### src/rtl/sram_port_arbiter_if.sv
// Bus bundle between the IF/MEM requesters, the arbiter and the SRAM port.
// The arbiter takes the slave view; the requester/SRAM side takes master.
interface sram_port_arbiter_if;
    logic        if_req;
    logic [31:0] if_addr;
    logic        if_gnt;
    logic        if_rvalid;
    logic [31:0] if_rdata;
    logic        mem_req;
    logic        mem_wr;
    logic [3:0]  mem_wstrb;
    logic [31:0] mem_addr;
    logic [31:0] mem_wdata;
    logic        mem_gnt;
    logic        mem_rvalid;
    logic [31:0] mem_rdata;
    logic        sram_en;
    logic [3:0]  sram_we;
    logic [31:0] sram_addr;
    logic [31:0] sram_wdata;
    logic [31:0] sram_rdata;

    modport slave (
        input  if_req, if_addr,
        input  mem_req, mem_wr, mem_wstrb, mem_addr, mem_wdata,
        input  sram_rdata,
        output if_gnt, if_rvalid, if_rdata,
        output mem_gnt, mem_rvalid, mem_rdata,
        output sram_en, sram_we, sram_addr, sram_wdata
    );

    modport master (
        output if_req, if_addr,
        output mem_req, mem_wr, mem_wstrb, mem_addr, mem_wdata,
        output sram_rdata,
        input  if_gnt, if_rvalid, if_rdata,
        input  mem_gnt, mem_rvalid, mem_rdata,
        input  sram_en, sram_we, sram_addr, sram_wdata
    );
endinterface

### src/rtl/sram_port_arbiter.sv
// Shares one synchronous SRAM port between fetch (IF) and data (MEM).
// One access in flight; MEM wins unless IF has waited MAX_STREAK MEM grants.
module sram_port_arbiter #(
    parameter int RD_LAT     = 1,
    parameter int MAX_STREAK = 4
) (
    input  logic          clk,
    input  logic          reset,
    sram_port_arbiter_if.slave bus
);

    localparam logic [0:0] S_IDLE     = 1'b0;
    localparam logic [0:0] S_WAIT     = 1'b1;
    localparam logic [1:0] CNT_LOAD   = 2'(RD_LAT - 1);
    localparam logic [3:0] STREAK_MAX = 4'(MAX_STREAK);

    logic [0:0] state_q, state_d;
    logic [1:0] cnt_q, cnt_d;
    logic [3:0] streak_q, streak_d;
    logic       owner_q, owner_d;

    logic resp;
    logic arb_ok;
    logic force_if;
    logic gnt_mem;
    logic gnt_if;
    logic gnt_rd;
    logic mem_st;

    // Arbitration decision and next-state for FSM, latency, streak, owner
    always_comb begin
        resp     = (state_q == S_WAIT) && (cnt_q == 2'd0);
        arb_ok   = !reset && ((state_q == S_IDLE) || resp);
        force_if = bus.if_req && (streak_q == STREAK_MAX);
        gnt_mem  = arb_ok && bus.mem_req && !force_if;
        gnt_if   = arb_ok && !gnt_mem && bus.if_req;
        mem_st   = gnt_mem && bus.mem_wr;
        gnt_rd   = gnt_if || (gnt_mem && !bus.mem_wr);

        state_d  = state_q;
        cnt_d    = cnt_q;
        streak_d = streak_q;
        owner_d  = owner_q;

        if ((state_q == S_WAIT) && (cnt_q != 2'd0)) begin
            cnt_d = cnt_q - 2'd1;
        end else if (gnt_rd) begin
            state_d = S_WAIT;
            cnt_d   = CNT_LOAD;
            owner_d = gnt_mem;
        end else begin
            state_d = S_IDLE;
            cnt_d   = 2'd0;
        end

        if (gnt_mem) begin
            if (!bus.if_req)
                streak_d = 4'd0;
            else if (streak_q != STREAK_MAX)
                streak_d = streak_q + 4'd1;
        end else if (gnt_if) begin
            streak_d = 4'd0;
        end
    end

    // Port outputs: grant-cycle SRAM drive and owner-steered read return
    always_comb begin
        bus.if_gnt     = gnt_if;
        bus.mem_gnt    = gnt_mem;
        bus.sram_en    = gnt_if || gnt_mem;
        bus.sram_addr  = gnt_mem ? bus.mem_addr :
                         gnt_if  ? bus.if_addr  : 32'h0;
        bus.sram_we    = mem_st ? bus.mem_wstrb : 4'h0;
        bus.sram_wdata = mem_st ? bus.mem_wdata : 32'h0;
        bus.if_rvalid  = !reset && resp && !owner_q;
        bus.mem_rvalid = !reset && resp && owner_q;
        bus.if_rdata   = bus.if_rvalid  ? bus.sram_rdata : 32'h0;
        bus.mem_rdata  = bus.mem_rvalid ? bus.sram_rdata : 32'h0;
    end

    // State registers; reset drops any outstanding read
    always_ff @(posedge clk or posedge reset) begin
        if (reset) begin
            state_q  <= S_IDLE;
            cnt_q    <= 2'd0;
            streak_q <= 4'd0;
            owner_q  <= 1'b0;
        end else begin
            state_q  <= state_d;
            cnt_q    <= cnt_d;
            streak_q <= streak_d;
            owner_q  <= owner_d;
        end
    end

endmodule

### src/flat_wrapper.sv
// flat-port wrapper written by rule: the top's interface ports become plain ports
module sram_port_arbiter_flat 
#(
    parameter int RD_LAT     = 1,
    parameter int MAX_STREAK = 4
)
  (clk, reset, bus_if_req, bus_if_addr, bus_mem_req, bus_mem_wr, bus_mem_wstrb, bus_mem_addr, bus_mem_wdata, bus_sram_rdata, bus_if_gnt, bus_if_rvalid, bus_if_rdata, bus_mem_gnt, bus_mem_rvalid, bus_mem_rdata, bus_sram_en, bus_sram_we, bus_sram_addr, bus_sram_wdata);
  sram_port_arbiter_if bus_i ();
  input  logic clk;
  input  logic reset;
  input wire logic [$bits(bus_i.if_req)-1:0] bus_if_req;
  input wire logic [$bits(bus_i.if_addr)-1:0] bus_if_addr;
  input wire logic [$bits(bus_i.mem_req)-1:0] bus_mem_req;
  input wire logic [$bits(bus_i.mem_wr)-1:0] bus_mem_wr;
  input wire logic [$bits(bus_i.mem_wstrb)-1:0] bus_mem_wstrb;
  input wire logic [$bits(bus_i.mem_addr)-1:0] bus_mem_addr;
  input wire logic [$bits(bus_i.mem_wdata)-1:0] bus_mem_wdata;
  input wire logic [$bits(bus_i.sram_rdata)-1:0] bus_sram_rdata;
  output wire logic [$bits(bus_i.if_gnt)-1:0] bus_if_gnt;
  output wire logic [$bits(bus_i.if_rvalid)-1:0] bus_if_rvalid;
  output wire logic [$bits(bus_i.if_rdata)-1:0] bus_if_rdata;
  output wire logic [$bits(bus_i.mem_gnt)-1:0] bus_mem_gnt;
  output wire logic [$bits(bus_i.mem_rvalid)-1:0] bus_mem_rvalid;
  output wire logic [$bits(bus_i.mem_rdata)-1:0] bus_mem_rdata;
  output wire logic [$bits(bus_i.sram_en)-1:0] bus_sram_en;
  output wire logic [$bits(bus_i.sram_we)-1:0] bus_sram_we;
  output wire logic [$bits(bus_i.sram_addr)-1:0] bus_sram_addr;
  output wire logic [$bits(bus_i.sram_wdata)-1:0] bus_sram_wdata;
  assign bus_i.if_req = bus_if_req;
  assign bus_i.if_addr = bus_if_addr;
  assign bus_i.mem_req = bus_mem_req;
  assign bus_i.mem_wr = bus_mem_wr;
  assign bus_i.mem_wstrb = bus_mem_wstrb;
  assign bus_i.mem_addr = bus_mem_addr;
  assign bus_i.mem_wdata = bus_mem_wdata;
  assign bus_i.sram_rdata = bus_sram_rdata;
  assign bus_if_gnt = bus_i.if_gnt;
  assign bus_if_rvalid = bus_i.if_rvalid;
  assign bus_if_rdata = bus_i.if_rdata;
  assign bus_mem_gnt = bus_i.mem_gnt;
  assign bus_mem_rvalid = bus_i.mem_rvalid;
  assign bus_mem_rdata = bus_i.mem_rdata;
  assign bus_sram_en = bus_i.sram_en;
  assign bus_sram_we = bus_i.sram_we;
  assign bus_sram_addr = bus_i.sram_addr;
  assign bus_sram_wdata = bus_i.sram_wdata;
  sram_port_arbiter #(.RD_LAT(RD_LAT), .MAX_STREAK(MAX_STREAK)) u_core (.clk(clk), .reset(reset), .bus(bus_i));
endmodule
### config.mk
export PLATFORM = sky130hd
export DESIGN_NAME = sram_port_arbiter_flat
export DESIGN_NICKNAME = d
export VERILOG_FILES = /design/src/rtl/sram_port_arbiter_if.sv /design/src/rtl/sram_port_arbiter.sv /design/src/flat_wrapper.sv
export SDC_FILE = /design/constraint.sdc
export NUM_CORES = 1
export LEC_CHECK = 0
export CAP_MARGIN = 10
export CORE_AREA = 2 2 106 108
export DETAILED_ROUTE_END_ITERATION = 8
export DIE_AREA = 0 0 108 110
export HOLD_SLACK_MARGIN = 0.1
export SETUP_SLACK_MARGIN = 0.5
export SYNTH_ARGS = -nofsm -noshare
export SYNTH_HDL_FRONTEND = slang
export SYNTH_SLANG_ARGS = --single-unit
### constraint.sdc
create_clock -name clk -period 3.2 [get_ports clk]
set_clock_uncertainty 0.2 [all_clocks]
set_input_delay 0.48 -clock clk [delete_from_list [all_inputs] [get_ports clk]]
set_output_delay 0.48 -clock clk [all_outputs]
set_load 0.01 [all_outputs]
==> results of run 1 <==
## registers in the layout (all words and copies together), names as in the netlist
register / flops
u_core.streak_q: 4
u_core.cnt_q: 2
u_core.owner_q: 1
u_core.state_q: 1
## power by group through the flow
stage	sequential (mW)	combinational, mW	clock, mW
final	0.113	0.472	0.119
after CTS	0.113	0.478	0.123
after detailed placement	0.115	0.461	0
after global placement	0.114	0.461	0
after global routing	0.114	0.508	0.128
after floorplan	0.113	0.140	0
## final cells by class
| cell class | count | area [sq um] | share of cell area |
|---|---|---|---|
| Tap cell | 140 | 175 | 0.0365 |
| Multi-Input combinational cell | 238 | 1420 | 0.295 |
| Sequential cell | 8 | 200 | 0.0418 |
| Clock buffer | 3 | 41.3 | 0.00861 |
| Timing Repair Buffer | 306 | 2940 | 0.613 |
| Inverter | 6 | 22.5 | 0.00470 |
## per-layer routing
layer  share of wire  track usage
met1            0.35        0.188
met5               0            0
met2            0.53        0.369
met3            0.11       0.0558
met4           0.012       0.0293
## worst max-delay path: stages (launching register included)
cell and delay [ps]:
sky130_fd_sc_hd__dfrtp_1 350, sky130_fd_sc_hd__inv_1 50, sky130_fd_sc_hd__ha_1 180, sky130_fd_sc_hd__nand4b_1 130
sky130_fd_sc_hd__and2_4 220, sky130_fd_sc_hd__and3_4 220, sky130_fd_sc_hd__and2_1 140, sky130_fd_sc_hd__clkdlybuf4s50_1 530
## through the flow
step	power [mW]	setup slack [ps]	util	instance area, sq um
6_report	0.704	458	0.448	4790
5_1_grt	0.749	373	0.448	4790
4_1_cts	0.714	400	0.445	4760
3_5_place_dp	0.576	149	0.428	4580
3_3_place_gp	0.576	163	0.428	4580
2_1_floorplan	0.253	935	-	1650
## layout by cell type (no fill, tap or decap), types with 8 or more instances in the layout
cell type and instances:
sky130_fd_sc_hd__dlygate4sd2_1 78, sky130_fd_sc_hd__dfrtp_1 8, sky130_fd_sc_hd__dlymetal6s2s_1 30, sky130_fd_sc_hd__buf_4 24, sky130_fd_sc_hd__and2_1 100, sky130_fd_sc_hd__nand3_1 35
sky130_fd_sc_hd__clkdlybuf4s50_1 136, sky130_fd_sc_hd__nand2_1 36, sky130_fd_sc_hd__a21oi_1 31, sky130_fd_sc_hd__clkbuf_2 25
## what timing repair did
item / in CTS / in global routing
cloned: 7 / 1
gates resized for setup: 136 / 85
hold endpoints to repair: 0 / 0
pin swaps: 4 / 2
buffers inserted: 12 / 6
setup endpoints to repair: 137 / 63
## worst max path at each step
stage	startpoint	to	cells past startpoint
detailed placement	bus_if_req	bus_sram_addr[9]	7
floorplan	u_core.streak_q[0]	bus_sram_wdata[10]	9
CTS	u_core.streak_q[0]	bus_sram_addr[9]	8
finish	u_core.streak_q[0]	bus_sram_wdata[1]	7
global route	u_core.cnt_q[0]	bus_sram_wdata[1]	7
global placement	bus_if_req	bus_sram_addr[9]	7
## kinds of logic after synthesis
| kind of cell | Yosys count | share of synthesized area |
|---|---|---|
| simple gates | 188 | 0.623 |
| compound gates | 41 | 0.139 |
| buf+inv | 30 | 0.0871 |
| flops | 8 | 0.121 |
| fa+ha+maj | 3 | 0.0227 |
| mux | 1 | 0.00681 |
==> summary.md, run 1 <==
- **startpoint type of the worst setup path** flop
- **internal power consumption** 477 uW
- **count of mapped cells out of synthesis** 271
- **Tot GR Track Use** 0.184
- **Clk Tree Root Cell** sky130_fd_sc_hd__clkbuf_8
- **global-route wire length before repair** 16,800 um
- **CP Max Fanout** 6
- **net count after synthesis** 411
- **Cells after DPL** 672
- **layout-stage area growth over the synthesis result** 190%
- **sw power** 228 uW
- **GRT overflow** 0
- **transition time at the pin with the least slew margin** 400 ps
- **number of fillers in the final layout** 1,114
- **top cells by area in the synthesized netlist** sky130_fd_sc_hd__and2_1 38%, sky130_fd_sc_hd__dfrtp_1 12%, sky130_fd_sc_hd__nand3_1 11%
- **final RePlAce weighted congestion** 0.822
- **number of buffers created by CTS** 3
- **core area** 10,700 sq um
- **post-synthesis cell type count** 25
- **Mean Syn Cell Area** 6.10 sq um
- **Crit Path Category** flop to output port
- **CTS H-tree lvls** 1
- **number of enable flip-flop cells after synthesis** 0
- **number of storage elements in the synthesis netlist** 8
- **Die ar.** 11,900 sq um
- **fraction of layout instances using a drive strength above 1** 0.144
- **setup slack on the worst flop-to-flop path** 1330 ps
- **cell row count** 38
- **RSZ-0062 raised after global routing** yes
- **horizontal extent of the die** 108 um
- **number of failing hold endpoints at the final stage** 0
- **half-perimeter wire length after placement** 8760 um
- **total number of vias** 3,063
- **max-capacitance violation count** 0
- **maximum clock rate** 0.365 GHz
- **count of clock tree sinks** 8
- **largest net degree at the start of global routing** 39
- **fraction of synthesis flops using an asynchronous set or reset pin** 1.00
- **result of the run** completed
- **part of the total power dissipated in sequential elements** 0.161
- **total power divided by cell area** 147 nW/um^2
- **warning count from the yosys run** 0
- **effective utilization at floorplan** 0.155
- **Main synth FF type** sky130_fd_sc_hd__dfrtp_1
- **net switching share of the total power** 0.323
- **crit path DAT** 2060 ps
- **number of global-route vias before repair** 3,094
- **leading cell type by number of instances after synthesis** sky130_fd_sc_hd__and2_1
- **worst reg-to-reg path cell count** 8
- **detailed router's first-iteration violation count** 124
- **Static Leak** 2.82 nW
- **sink of the worst hold path** u_core.cnt_q[0]
- **Fin Setup TNS** 0 ps
- **worst hold slack after final layout** 226 ps
- **clock slew at the register clock pins of the worst setup and hold paths** 40 ps
- **launch point of the worst reg-to-reg path** u_core.cnt_q[0]
- **minimum period implied by the final worst setup slack** 2740 ps
- **Net count, final** 703
- **Yosys top cell by area** sky130_fd_sc_hd__and2_1
- **worst-skew pair later-pin latency** 230 ps
- **IO Count** 274
- **floorplan die height** 110 um
- **fraction of post-synthesis cell area in the top cell type by area** 0.382
- **Final Setup Violations** 0
- **synthesized cell area** 1650 sq um
- **remaining routing DRC violations** 0
- **number of antenna violations at the first check in global routing** 0
- **period utilization** 0.857
- **headroom to the max-slew limit** 0.733
- **final antenna diode count** 0
- **worst supply voltage drop on vdd** 97.5 uV
- **Combinational Power Share** 0.671
- **worst r2r dst** u_core.streak_q[0]
- **path type of the worst min-delay path** flop to flop
- **ranking of synthesized cells by instance count** 101 x sky130_fd_sc_hd__and2_1, 38 x sky130_fd_sc_hd__nand2_1, 35 x sky130_fd_sc_hd__nand3_1, 33 x sky130_fd_sc_hd__a21oi_1, 14 x sky130_fd_sc_hd__clkbuf_1
- **Finished Layout Cells** 701
- **category of the worst setup path capture point** output port
- **routed length per placed instance** 17.2 um
- **CTS tree** yes
- **routed wire length** 12,000 um
- **origin of the worst min-delay path** u_core.cnt_q[0]
- **Req. time, crit path** 2520 ps
- **clock share of power** 0.168
- **worst hold path depth** 1
- **remaining number of nets flagged by the antenna check after routing** 0
- **number of I/O port buffers** 273
- **maximum root-to-sink buffer count** 2
- **first drt pass iteration count** 4
- **part of the Yosys area used for sequential elements** 0.121
- **hold buffer count at cts** 0
- **max-slew violation count** 0
- **detail-routed via count per cell** 4.37
No activity file was read; power rests on OpenSTA's default activity.
==> run 2: changes to the inputs <==
- clock period: 3.2 -> 3.4 ns (I/O delays scaled with it)
==> run 2 against run 1 <==
Combinational power shrank 6.1%. Core utilization grew 1.1 points. Sequential power decreased by 4%. Largest power group unchanged.
==> summary.md, run 2 (synthesized netlist as in run 1, its figures left out) <==
- **maximum clock rate** 0.335 GHz
- **floorplan die height** 110 um, unchanged
- **global-route wire length before repair** 15,900 um, -5.4%
- **number of antenna violations at the first check in global routing** 0, unchanged
- **Fin Setup TNS** 0 ps, unchanged
- **number of global-route vias before repair** 3,008, -2.8%
- **start point of the critical path** bus_if_req
- **first drt pass iteration count** 4, unchanged
- **Final Setup Violations** 0, unchanged
- **net switching share of the total power** 0.312, -0.0116
- **CP Max Fanout** 29, +23
- **routed wire length** 11,600 um, -3.8%
- **remaining routing DRC violations** 0, unchanged
- **Tot GR Track Use** 0.172, -0.0116
- **Req. time, crit path** 2690 ps, +170 ps
- **maximum root-to-sink buffer count** 2, unchanged
- **detailed router's first-iteration violation count** 114, -8.1%
- **most used cell, CP** sky130_fd_sc_hd__clkdlybuf4s50_1
- **crit path DAT** 2280 ps, +220 ps
- **internal power consumption** 455 uW, -4.5%
- **number of buffers created by CTS** 3, unchanged
- **total power divided by cell area** 135 nW/um^2, -8.3%
- **part of the total power dissipated in sequential elements** 0.163, +0.002
- **Crit Path Category** primary input to output port
- **number of failing hold endpoints at the final stage** 0, unchanged
- **most frequent cells in the layout** 189 x sky130_fd_sc_hd__clkdlybuf4s50_1, 100 x sky130_fd_sc_hd__and2_1, 58 x sky130_fd_sc_hd__dlymetal6s2s_1
- **clock slew at the register clock pins of the worst setup and hold paths** 40 ps, about the same
- **cell row count** 38, unchanged
- **worst r2r dst** u_core.streak_q[0]
- **worst-skew pair later-pin latency** 220 ps, about the same
- **final RePlAce weighted congestion** 0.830, +0.99%
- **GRT overflow** 0, unchanged
- **worst setup timing slack at the placement stage** 230 ps, +80.5 ps
- **top flop regs** u_core.streak_q: 4 flops, u_core.cnt_q: 2 flops
- **headroom to the max-slew limit** 0.612, -0.121
- **total number of vias** 3,001, -2.0%
- **routed length per placed instance** 16.9 um, -1.4%
- **slowest stage cell on the critical path** sky130_fd_sc_hd__clkdlybuf4s50_1
- **Static Leak** 2.94 nW, +4.3%
- **category of the worst setup path capture point** output port
- **remaining number of nets flagged by the antenna check after routing** 0, unchanged
- **number of I/O port buffers** 273, unchanged
- **Clk Tree Root Cell** sky130_fd_sc_hd__clkbuf_8
- **worst supply voltage drop on vdd** 69.9 uV, -28%
- **Total Power** 661 uW, -6.1%
- **largest net degree at the start of global routing** 35, -10%
- **fraction of layout instances using a drive strength above 1** 0.0625, -0.0819
- **sw power** 206 uW, -9.5%
- **horizontal extent of the die** 108 um, unchanged
- **Largest Register** u_core.streak_q
- **layout-stage area growth over the synthesis result** 197%
- **half-perimeter wire length after placement** 8520 um, -2.8%
- **CTS tree** yes
- **effective utilization at floorplan** 0.155, unchanged
- **Max stage delay on crit path** 540 ps, about the same
- **number of fillers in the final layout** 1,041, -6.6%
- **Final Worst Setup Slack** 411 ps, -47.6 ps
- **sequence of cells on the critical path** clkdlybuf4s50_1 > nand4b_1 > nand2_2 > buf_12 > nand3_1 > a21oi_1 > clkdlybuf4s50_1
- **result of the run** completed
- **path type of the worst min-delay path** flop to flop
- **core area** 10,700 sq um, unchanged
- **Combinational Power Share** 0.669, -0.002
- **RSZ-0062 raised after global routing** yes
- **Die ar.** 11,900 sq um, unchanged
- **count of clock tree sinks** 8, unchanged
- **core utilization of the finished layout** 0.459, +0.0109
- **transition time at the pin with the least slew margin** 576 ps, +175 ps
- **CTS H-tree lvls** 1, unchanged
- **Net count, final** 686, -2.4%
- **max-capacitance violation count** 0, unchanged
- **detail-routed via count per cell** 4.39, +0.41%
- **worst hold path depth** 1, unchanged
- **period utilization** 0.879
- **most common cell after layout, fill and taps aside** sky130_fd_sc_hd__clkdlybuf4s50_1
- **flip-flop count of the largest register after layout** 4, unchanged
- **final antenna diode count** 0, unchanged
- **max-slew violation count** 0, unchanged
- **minimum period implied by the final worst setup slack** 2990 ps
- **clock share of power** 0.167, about the same
- **IO Count** 274, unchanged
- **setup slack on the worst flop-to-flop path** 1590 ps, +260 ps
- **startpoint type of the worst setup path** primary input
- **launch point of the worst reg-to-reg path** u_core.cnt_q[0]
- **sink of the worst hold path** u_core.cnt_q[0]
- **origin of the worst min-delay path** u_core.cnt_q[0]
- **worst reg-to-reg path cell count** 6, -2
[run 2: cell count changes in the layout (fill, tap and decap cells not counted), sizes merged, moves of 20 or more]
cell,before,now
clkbuf,28,5
dlymetal6s2s,30,58
dlygate4sd2,78,25
buf,35,15
clkdlybuf4s50,136,189
[run 2: metrics by stage]
step                cells  hold WS, ps  instance area (sq um)
floorplan             271          142                   1650
global placement      670          213                   4560
detailed placement    670          219                   4560
CTS                   677          224                   4640
global route          684          253                   4910
finish                684          222                   4910
[run 2: critical path: cells and delay by family]
family | cells | cell delay [ps]
AOI/OAI and AO/OA | 1 | 150
and+or+nand+nor | 3 | 360
buffers and inverters | 3 | 1220
[run 2: timing repair]
item,CTS,global route
hold buffers,0,0
pin swaps,1,1
gates resized for setup,39,66
setup endpoints to repair,134,88
gates cloned,4,3
setup buffers,0,4
[run 2: final cells by class]
| type | instances | area (sq um) | area share |
|---|---|---|---|
| Multi-Input combinational cell | 237 | 1390 | 0.284 |
| Inverter | 6 | 22.5 | 0.00459 |
| Tap cell | 140 | 175 | 0.0357 |
| Timing Repair Buffer | 290 | 3080 | 0.627 |
| Clock buffer | 3 | 41.3 | 0.00841 |
| Sequential cell | 8 | 200 | 0.0408 |
[run 2: metal layers]
metal | GRT usage | share of wire | up-vias
li1 | - | - | 1436
met2 | 0.333 | 0.52 | 178
met1 | 0.180 | 0.35 | 1379
met3 | 0.0617 | 0.11 | 8
met4 | 0.0302 | 0.0092 | 0
met5 | 0 | 0 | -
[run 2: power by group through the flow]
stage / Sequential [mW] / Clock [mW] / Combinational, mW
3_5_place_dp: 0.108 / 0 / 0.433
5_1_grt: 0.108 / 0.121 / 0.474
4_1_cts: 0.107 / 0.116 / 0.439
6_report: 0.108 / 0.111 / 0.443
2_1_floorplan: 0.107 / 0 / 0.132
3_3_place_gp: 0.108 / 0 / 0.432
[run 2: worst max-delay path by stage]
stage / endpoint / slack, ps / cells past startpoint
after floorplan: bus_sram_wdata[10] / 1100 / 9
after global placement: bus_sram_wdata[3] / 270 / 5
after detailed placement: bus_sram_wdata[9] / 230 / 5
after CTS: bus_sram_addr[30] / 360 / 7
after global routing: bus_sram_wdata[1] / 350 / 6
final: bus_sram_addr[3] / 410 / 7
